**src/rtl/neuron_accumulator.sv**
```systemverilog
// Neuron accumulation stage: sums a stream of signed terms onto a preloaded
// bias through a carry-lookahead adder, and hands one pre-activation sum
// per job to the activation stage over a valid/ready handshake.

// Carry-lookahead adder built from 4-bit lookahead groups. Each group's
// carry-in comes from the previous group's generate/propagate terms.
// WIDTH must be a multiple of 4. The final carry-out is not produced
// because this datapath has no use for it.
module cla_adder #(
    parameter int WIDTH = 32
) (
    input  logic [WIDTH-1:0] in1,
    input  logic [WIDTH-1:0] in2,
    input  logic             carry_in,
    output logic [WIDTH-1:0] sum
);
    localparam int NG = WIDTH / 4;

    logic [WIDTH-2:0] gen;
    logic [WIDTH-1:0] prop;
    logic [NG-1:0]    group_carry;

    assign gen            = in1[WIDTH-2:0] & in2[WIDTH-2:0];
    assign prop           = in1 ^ in2;
    assign group_carry[0] = carry_in;

    for (genvar g = 0; g < NG; g++) begin : grp
        localparam int B = 4 * g;
        logic [3:0] c;

        assign c[0] = group_carry[g];
        assign c[1] = gen[B] | (prop[B] & c[0]);
        assign c[2] = gen[B+1] | (prop[B+1] & gen[B])
                    | (prop[B+1] & prop[B] & c[0]);
        assign c[3] = gen[B+2] | (prop[B+2] & gen[B+1])
                    | (prop[B+2] & prop[B+1] & gen[B])
                    | (prop[B+2] & prop[B+1] & prop[B] & c[0]);
        assign sum[B+3:B] = prop[B+3:B] ^ c;

        if (g < NG - 1) begin : look
            logic grp_g;
            logic grp_p;
            assign grp_g = gen[B+3] | (prop[B+3] & gen[B+2])
                         | (prop[B+3] & prop[B+2] & gen[B+1])
                         | (prop[B+3] & prop[B+2] & prop[B+1] & gen[B]);
            assign grp_p = &prop[B+3:B];
            assign group_carry[g+1] = grp_g | (grp_p & c[0]);
        end
    end
endmodule

module neuron_accumulator #(
    parameter int WIDTH = 32,
    parameter int LEN_W = 8,
    parameter bit SAT   = 1'b0
) (
    input  logic             clk,
    input  logic             rst_n,
    input  logic             start,
    input  logic [LEN_W-1:0] len,
    input  logic [WIDTH-1:0] bias,
    input  logic [WIDTH-1:0] in_data,
    input  logic             in_valid,
    output logic             in_ready,
    output logic [WIDTH-1:0] out_sum,
    output logic             out_overflow,
    output logic             out_valid,
    input  logic             out_ready,
    output logic             busy
);
    typedef enum logic [1:0] {
        IDLE  = 2'd0,
        ACCUM = 2'd1,
        DONE  = 2'd2
    } state_t;

    localparam logic [WIDTH-1:0] MAX_POS = {1'b0, {(WIDTH-1){1'b1}}};
    localparam logic [WIDTH-1:0] MIN_NEG = {1'b1, {(WIDTH-1){1'b0}}};

    state_t           state;
    state_t           next_state;
    logic [WIDTH-1:0] acc;
    logic [LEN_W-1:0] count;
    logic             ovf;
    logic [WIDTH-1:0] adder_sum;
    logic [WIDTH-1:0] acc_next;
    logic             beat_ovf;
    logic             accept;

    cla_adder #(.WIDTH(WIDTH)) u_adder (
        .in1      (acc),
        .in2      (in_data),
        .carry_in (1'b0),
        .sum      (adder_sum)
    );

    // Signed overflow from operand/result sign bits, plus the optional clamp
    // toward the sign of the operands (both operands share a sign on overflow).
    always_comb begin
        beat_ovf = (acc[WIDTH-1] == in_data[WIDTH-1]) &&
                   (adder_sum[WIDTH-1] != acc[WIDTH-1]);
        acc_next = adder_sum;
        if (SAT && beat_ovf) begin
            acc_next = acc[WIDTH-1] ? MIN_NEG : MAX_POS;
        end
    end

    assign accept = in_valid && (state == ACCUM);

    // State register; reset aborts any job in flight.
    always_ff @(posedge clk or negedge rst_n) begin
        if (!rst_n) begin
            state <= IDLE;
        end else begin
            state <= next_state;
        end
    end

    // Next-state and handshake outputs; start is only honoured in IDLE.
    always_comb begin
        next_state = state;
        in_ready   = 1'b0;
        out_valid  = 1'b0;
        busy       = 1'b1;
        case (state)
            IDLE: begin
                busy = 1'b0;
                if (start) begin
                    next_state = (len != '0) ? ACCUM : DONE;
                end
            end
            ACCUM: begin
                in_ready = 1'b1;
                if (in_valid && (count == LEN_W'(1))) begin
                    next_state = DONE;
                end
            end
            DONE: begin
                out_valid = 1'b1;
                if (out_ready) begin
                    next_state = IDLE;
                end
            end
            default: begin
                next_state = IDLE;
                busy       = 1'b0;
            end
        endcase
    end

    // Accumulator, remaining-term count and sticky overflow for the job.
    always_ff @(posedge clk or negedge rst_n) begin
        if (!rst_n) begin
            acc   <= '0;
            count <= '0;
            ovf   <= 1'b0;
        end else if ((state == IDLE) && start) begin
            acc   <= bias;
            count <= len;
            ovf   <= 1'b0;
        end else if (accept) begin
            acc   <= acc_next;
            count <= count - LEN_W'(1);
            if (beat_ovf) begin
                ovf <= 1'b1;
            end
        end
    end

    assign out_sum      = acc;
    assign out_overflow = ovf;
endmodule

```
**config.mk**
```make
export PLATFORM = sky130hd
export DESIGN_NAME = neuron_accumulator
export DESIGN_NICKNAME = d
export VERILOG_FILES = /design/src/rtl/neuron_accumulator.sv
export SDC_FILE = /design/constraint.sdc
export NUM_CORES = 1
export LEC_CHECK = 0
export ABC_AREA = 1
export ABC_CLOCK_PERIOD_IN_PS = 3250
export BUFFER_PORTS_ARGS = -buffer_cell sky130_fd_sc_hd__buf_2
export CAP_MARGIN = 20
export CELL_PAD_IN_SITES_DETAIL_PLACEMENT = 0
export CELL_PAD_IN_SITES_GLOBAL_PLACEMENT = 2
export CORE_MARGIN = 8
export CORE_UTILIZATION = 28
export CTS_BUF_LIST = sky130_fd_sc_hd__clkbuf_16
export CTS_CLUSTER_DIAMETER = 200
export DETAILED_ROUTE_END_ITERATION = 8
export HOLD_SLACK_MARGIN = 0.15
export MAX_ROUTING_LAYER = met4
export PLACE_DENSITY = 0.89
export SLEW_MARGIN = 30
export SYNTH_ARGS = -nofsm -noshare
export SYNTH_HDL_FRONTEND = slang
export SYNTH_SLANG_ARGS = --single-unit
```
**constraint.sdc**
```tcl
create_clock -name clk -period 3.25 [get_ports clk]
set_input_delay 0.1625 -clock clk [delete_from_list [all_inputs] [get_ports clk]]
set_output_delay 0.1625 -clock clk [all_outputs]
set_load 0.05 [all_outputs]
```
# ---- Yosys cells after proc, flatten, opt, wreduce, memory -nomap -nowiden
# Index checks and enable logic that the tools add are counted.
dict set report op_classes {
  add_sub_neg 1
  eq_ne 8
  n_mux 15
  bitwise 190
  n_reduce_logical 17
}
# cell n
set ops {}
lappend ops {{1-bit AND} 108}
lappend ops {{1-bit bitwise OR} 72}
lappend ops {{32-bit 2-to-1 mux} 2}
lappend ops {{32-bit bitwise XOR} 1}
lappend ops {{4-bit bitwise XOR} 8}
lappend ops {{31-bit AND} 1}
lappend ops {{4-bit AND reduction} 6}
lappend ops {{8-bit 2-to-1 mux} 2}
lappend ops {{8-bit by 1-bit == test with 1-bit output, second input constant} 1}
lappend ops {{2-bit 2-to-1 mux} 4}
lappend ops {{8-bit nonzero test} 1}
lappend ops {{8-bit by 1-bit subtractor with 8-bit output, second input constant} 1}
lappend ops {{1-bit 2-to-1 mux} 6}
lappend ops {{2-bit one-hot mux with 3 select lines} 1}
lappend ops {{1-bit logical AND} 4}
lappend ops {{2-bit != test, second input constant} 2}
lappend ops {{2-bit nonzero test} 2}
lappend ops {{3-bit AND reduction} 1}
lappend ops {{2-bit by 1-bit == test with 1-bit output, second input constant} 1}
lappend ops {{2-bit == test, second input constant} 1}
lappend ops {{2-bit logical NOT} 1}
lappend ops {{2-bit by 1-bit != test with 1-bit output, second input constant} 1}
lappend ops {{2-bit AND reduction} 1}
lappend ops {{2-bit OR reduction} 1}
lappend ops {{other kinds (2)} 2}
dict set report word_totals {
  regBits 43
  in_bits 77
  out_inout_bits 36
  elab_cells 235
}

# ---- Logic depth before layout (Yosys ltp)
dict set report depth {
  depth_word 25
  mapped_depth 23
}

# ---- Cells and area by module
# A second synthesis with hierarchy kept.
dict set report hier_totals {
  cells_unflattened 471
  hier_area_um2 3572.2
}
# mod n_inst cells_each area_per_inst_um2
set by_module_without_submodules {}
lappend by_module_without_submodules {neuron_accumulator 1 295 2239.6}
lappend by_module_without_submodules {cla_adder 1 176 1332.5}

# ---- Worst setup path before layout
# OpenSTA, ideal clock, no wires.
dict set report synth_timing {
  path_kind {register to register}
  startpoint {register acc[3] (netlist: out_sum[3])}
  endpoint {register acc[29] (netlist: out_sum[29])}
  setup_time_ps 135
  arrival_time_ps 2679
  slack_ps 436
  path_stages_with_launch 20
  path_cell_list {dfrtp_1 ha_1 or2_0 nand2_1 nand2_2 nand2_2 nand2_4 nand2_4 nand2_4 nand2_4 nand2_4 nand2_4 nand2_4 nand2_4 nand2_4 nand2_4 nand2_4 fa_1 xnor2_1 o211ai_1}
}
dict set report synth_via {
  elab_chain_cells 22
}
# element line_no
set synth_rtl {}
lappend synth_rtl {{start, declared} 82} ;# logic [WIDTH-1:0] acc;
lappend synth_rtl {{start signal, assigned} 158} ;# acc <= bias;
lappend synth_rtl {{start signal, assigned} 162} ;# acc <= acc_next;
lappend synth_rtl {{32-bit bitwise XOR} 24} ;# assign prop = in1 ^ in2;
lappend synth_rtl {{1-bit AND (on tied branches)} {43, 44, 45}}
lappend synth_rtl {{1-bit bitwise OR (tied with other cells)} 43} ;# assign grp_g = gen[B+3] | (prop[B+3] & gen[B+2])
lappend synth_rtl {{1-bit bitwise OR or 1-bit AND (tied branches)} {44, 45}}
lappend synth_rtl {{1-bit bitwise OR (*)} 45} ;# | (prop[B+3] & prop[B+2] & prop[B+1] & gen[B]);
lappend synth_rtl {{1-bit AND (*)} 47} ;# assign group_carry[g+1] = grp_g | (grp_p & c[0]);
lappend synth_rtl {{1-bit bitwise OR (*)} 47}
lappend synth_rtl {{1-bit AND (*)} 47}
lappend synth_rtl {{[... 6 more ...]} -}
lappend synth_rtl {{1-bit bitwise OR (*)} 47}
lappend synth_rtl {{1-bit AND (*)} 47}
lappend synth_rtl {{1-bit bitwise OR (*)} 47}
lappend synth_rtl {{1-bit AND (*)} 32} ;# assign c[1] = gen[B] | (prop[B] & c[0]);
lappend synth_rtl {{1-bit bitwise OR (*)} 32}
lappend synth_rtl {{4-bit bitwise XOR (*)} 38} ;# assign sum[B+3:B] = prop[B+3:B] ^ c;
lappend synth_rtl {{32-bit 2-to-1 mux (*)} 161} ;# end else if (accept) begin
lappend synth_rtl {{32-bit 2-to-1 mux (*)} 157} ;# end else if ((state == IDLE) && start) begin
# Every way passes the cells marked *; elsewhere a longest branch is shown, timed or not. The select of a mux whose other input is x is not followed.
# A chain may end at the register's enable or synchronous reset.

# ---- Final worst setup path
# Same ends and word-level chain as after synthesis.

==> summary.txt <==
Synthesis
  – Post-synthesis sequential area ratio: 31.8%
  – Most common flop cell mapped by yosys: dfrtp_1
  – Top cells by area, synth: dfrtp_1 (32%), ha_1 (13%), nand2_1 (13%)
  – Yosys reg bits: 43
  – Post-synth cell types: 35
  – Ys async rst share: 100%
  – Post-synth EDFFs: 0
  – Post-Syn Instances: 425
  – Yosys top cell area share: 31.8%
  – Mapped Area: around 0.0034 sq mm
  – Avg Cell Area, Syn: between 7 and 8 sq um
  – Top cell type by total area after synthesis: dfrtp_1
  – Syn Nets: 546
  – Yosys warning total: 0

STA
  – Final Hold Fails: 0
  – Minimum clock period: 2670 ps
  – Tcrit/Tclk final: a little over 80%
  – Final setup vio count: 0
  – Setup TNS: 0 ps
  – Slew @ Worst Pin: 761 ps
  – Setup ws final: 580 ps
  – Max Freq: 0.375 GHz
  – Hold Slack: around 140 ps
  – Setup Skew: 5.06 ps
  – Max_slew headroom: between 40% and 50%
  – Pins Over Slew Limit: 0
  – RSZ-0062 raised after global routing: no

Worst hold path
  – Hold path depth: 3
  – Hold crit path type: in -> reg

Flow run
  – Number of max-cap violations: 0

Outcome
  – Status: finished, final reports clean

Critical path
  – Crit path kind: reg -> reg
  – Crit-path cells: ha_1 > or2_0 > nand2_1 > nand2_2 > nand2_2 > nand2_4 > nand2_4 > nand2_4 > nand2_4 > nand2_4 > nand2_4 > nand2_4 > nand2_4 > nand2_4 > nand2_4 > nand2_4 > fa_1 > xnor2_1 > o211ai_1
  – Top cell by count, worst path: nand2_4
  – CP required: approximately 3400 ps
  – Max incr delay on CP: 390 ps
  – Slowest CP cell: dfrtp_1
  – CP Launch Type: flip-flop
  – Critical path data arrival time: 2820 ps
  – Worst r2r path cells: 19
  – Crit. End Element: flip-flop
  – Max FO, Critical Path: 3

Final layout
  – Register area: 0.00108 sq mm
  – FILL cells: 1236
  – Post-Layout Inst Area: 0.00452 sq mm
  – Most frequent cells in the layout: nand2_1 (113), buf_2 (111), dfrtp_1 (43), inv_1 (42)
  – Commonest non-fill, non-tap cell in the layout: nand2_1
  – Final nets: 681
  – Multi-input logic area: 0.00210 sq mm
  – Area grow syn2layout: 33.5%
  – # diodes: 0
  – Layout cell share with drive strength beyond 1: between 20 and 25%

Pwr
  – Reg power frac: a little over a fifth
  – Clock group share of total power: 12.5%
  – Switching power: 2.55 mW
  – Power Density: 1040 mW/mm^2
  – Worst IR Drop VDD: 427 uV
  – Leakage: around 2.4 nW
  – Comb power frac: between 60% and 70%
  – Sw Ratio: ~54%
  – Pint: approximately 2.2 mW

Route
  – DRC viols: 0
  – Drt total wl: a little over 10 mm
  – Initial DRC Count: about 110
  – Drt wl/cell: 14.5 um
  – Drt first pass iters: 4
  – Vias per std cell: 4.57
  – Antenna-violating nets left: 0
  – Vias: 3235

Floorplan
  – Die Wd: about 130 um
  – Row count: 40
  – Die Ht: 126 um
  – Core area: ~0.012 sq mm
  – Ports: 113
  – Die footprint: 0.0159 sq mm
  – Initial Utilization: 28.4%

Global routing
  – Initial antenna violation count: 0
  – Gr ovfl total: 0
  – First-pass GRT wire length: roughly 17 mm
  – Vias in the first global route: 3488
  – Largest net degree at the start of global routing: 44
  – Tot GR Track Use: 13.5%

Clocking
  – Clock Latency Late Sink: 290 ps
  – Total CTS buffers: 5
  – Total clock sinks: 43
  – CTS resizes: 0
  – Setup bufs post-CTS: 0
  – H-tree levels: 2
  – CTS Buffer Depth: 2
  – CTS tree: built
  – Clk root buf: clkbuf_16
  – Clk slew on worst S/H paths: roughly 70 ps
  – Cts hold-fix bufs: 24

Place
  – Placer congestion estimate: 0.857
  – Post-Place Cell Area: 0.00411 sq mm
  – Port Buf Inserts: roughly 110
  – Post-DP HPWL: 7.69 mm
  – Pre-CTS WS: 548 ps
## state kept, by name, indices dropped and copies added, names as in the netlist
name,cells
state,2
out_overflow,1
out_sum,32
count,8
## layer usage
layer	GRT usage (%)	part of all wire, %	vias to the layer above
met5	-	0	-
met4	3.26	1.2	0
met3	3.21	4.4	9
met2	22.5	48	69
met1	16.2	47	1475
li1	-	-	1682
## per-stage QoR
stage / instances / total power, mW / util [%]
3_5_place_dp: 676 / 4.15 / 34.5
5_1_grt: 708 / 5.18 / 38.0
2_1_floorplan: 425 / 3.43 / -
3_3_place_gp: 676 / 4.09 / 34.5
6_report: 708 / 4.72 / 38.0
4_1_cts: 708 / 4.79 / 38.0
## synthesized netlist by cell type, types with 2 or more instances
cell type,n
a21oi_1,18
a22o_1,4
a31oi_1,2
and2_1,2
buf_1,2
clkbuf_1,7
dfrtp_1,43
fa_1,8
ha_1,36
inv_1,42
nand2_1,113
nand2_2,3
nand2_4,12
nand3_1,36
nand3b_1,2
nand4_1,3
nor2_1,21
nor3_1,4
o211ai_1,10
o21ai_0,21
o21bai_1,2
o221ai_1,6
xnor2_1,10
xor2_1,7
## final cells by class
type	count	area share [%]
sequential	43	23.8
multi-input combinational	328	46.6
clock inverter	3	0.969
inverter	43	3.57
clock buffer	5	2.77
timing repair buffer	139	18.3
tap	147	4.07
## worst max-delay path: cells and delay by family (launching register included)
family,cells,cell delay (ps)
XOR/XNOR,1,160
adder cells (fa/ha/maj),2,700
flip-flops,1,390
AO/OA/AOI/OAI,1,110
AND/OR/NAND/NOR,15,1180
## power by group through the flow
stage	clock network, mW	logic, mW	registers [mW]
2_1_floorplan	0	1.73	1.70
3_3_place_gp	0	3.06	1.03
3_5_place_dp	0	3.10	1.05
4_1_cts	0.614	3.14	1.04
5_1_grt	0.636	3.46	1.08
6_report	0.590	3.10	1.04
## logic make-up after synthesis
logic type	Yosys count	synth area share, %
simple gates	201	27.6
compound gates	66	12.0
buf+inv	54	6.13
fa+ha+maj	44	18.0
flops	43	31.8
xor+xnor	17	4.40
## final timing paths
check / start / to / slack [ps]
min in group asynchronous: rst_n / out_sum[14] / 440
worst max-delay path: out_sum[3] / out_sum[29] / 580
worst min-delay path: len[0] / count[0] / 140
worst min register to register: out_overflow / out_overflow / 490
worst max register to register: out_sum[3] / out_sum[29] / 580
max in group asynchronous: rst_n / out_sum[20] / 2400
No activity file was read; power rests on OpenSTA's default activity.
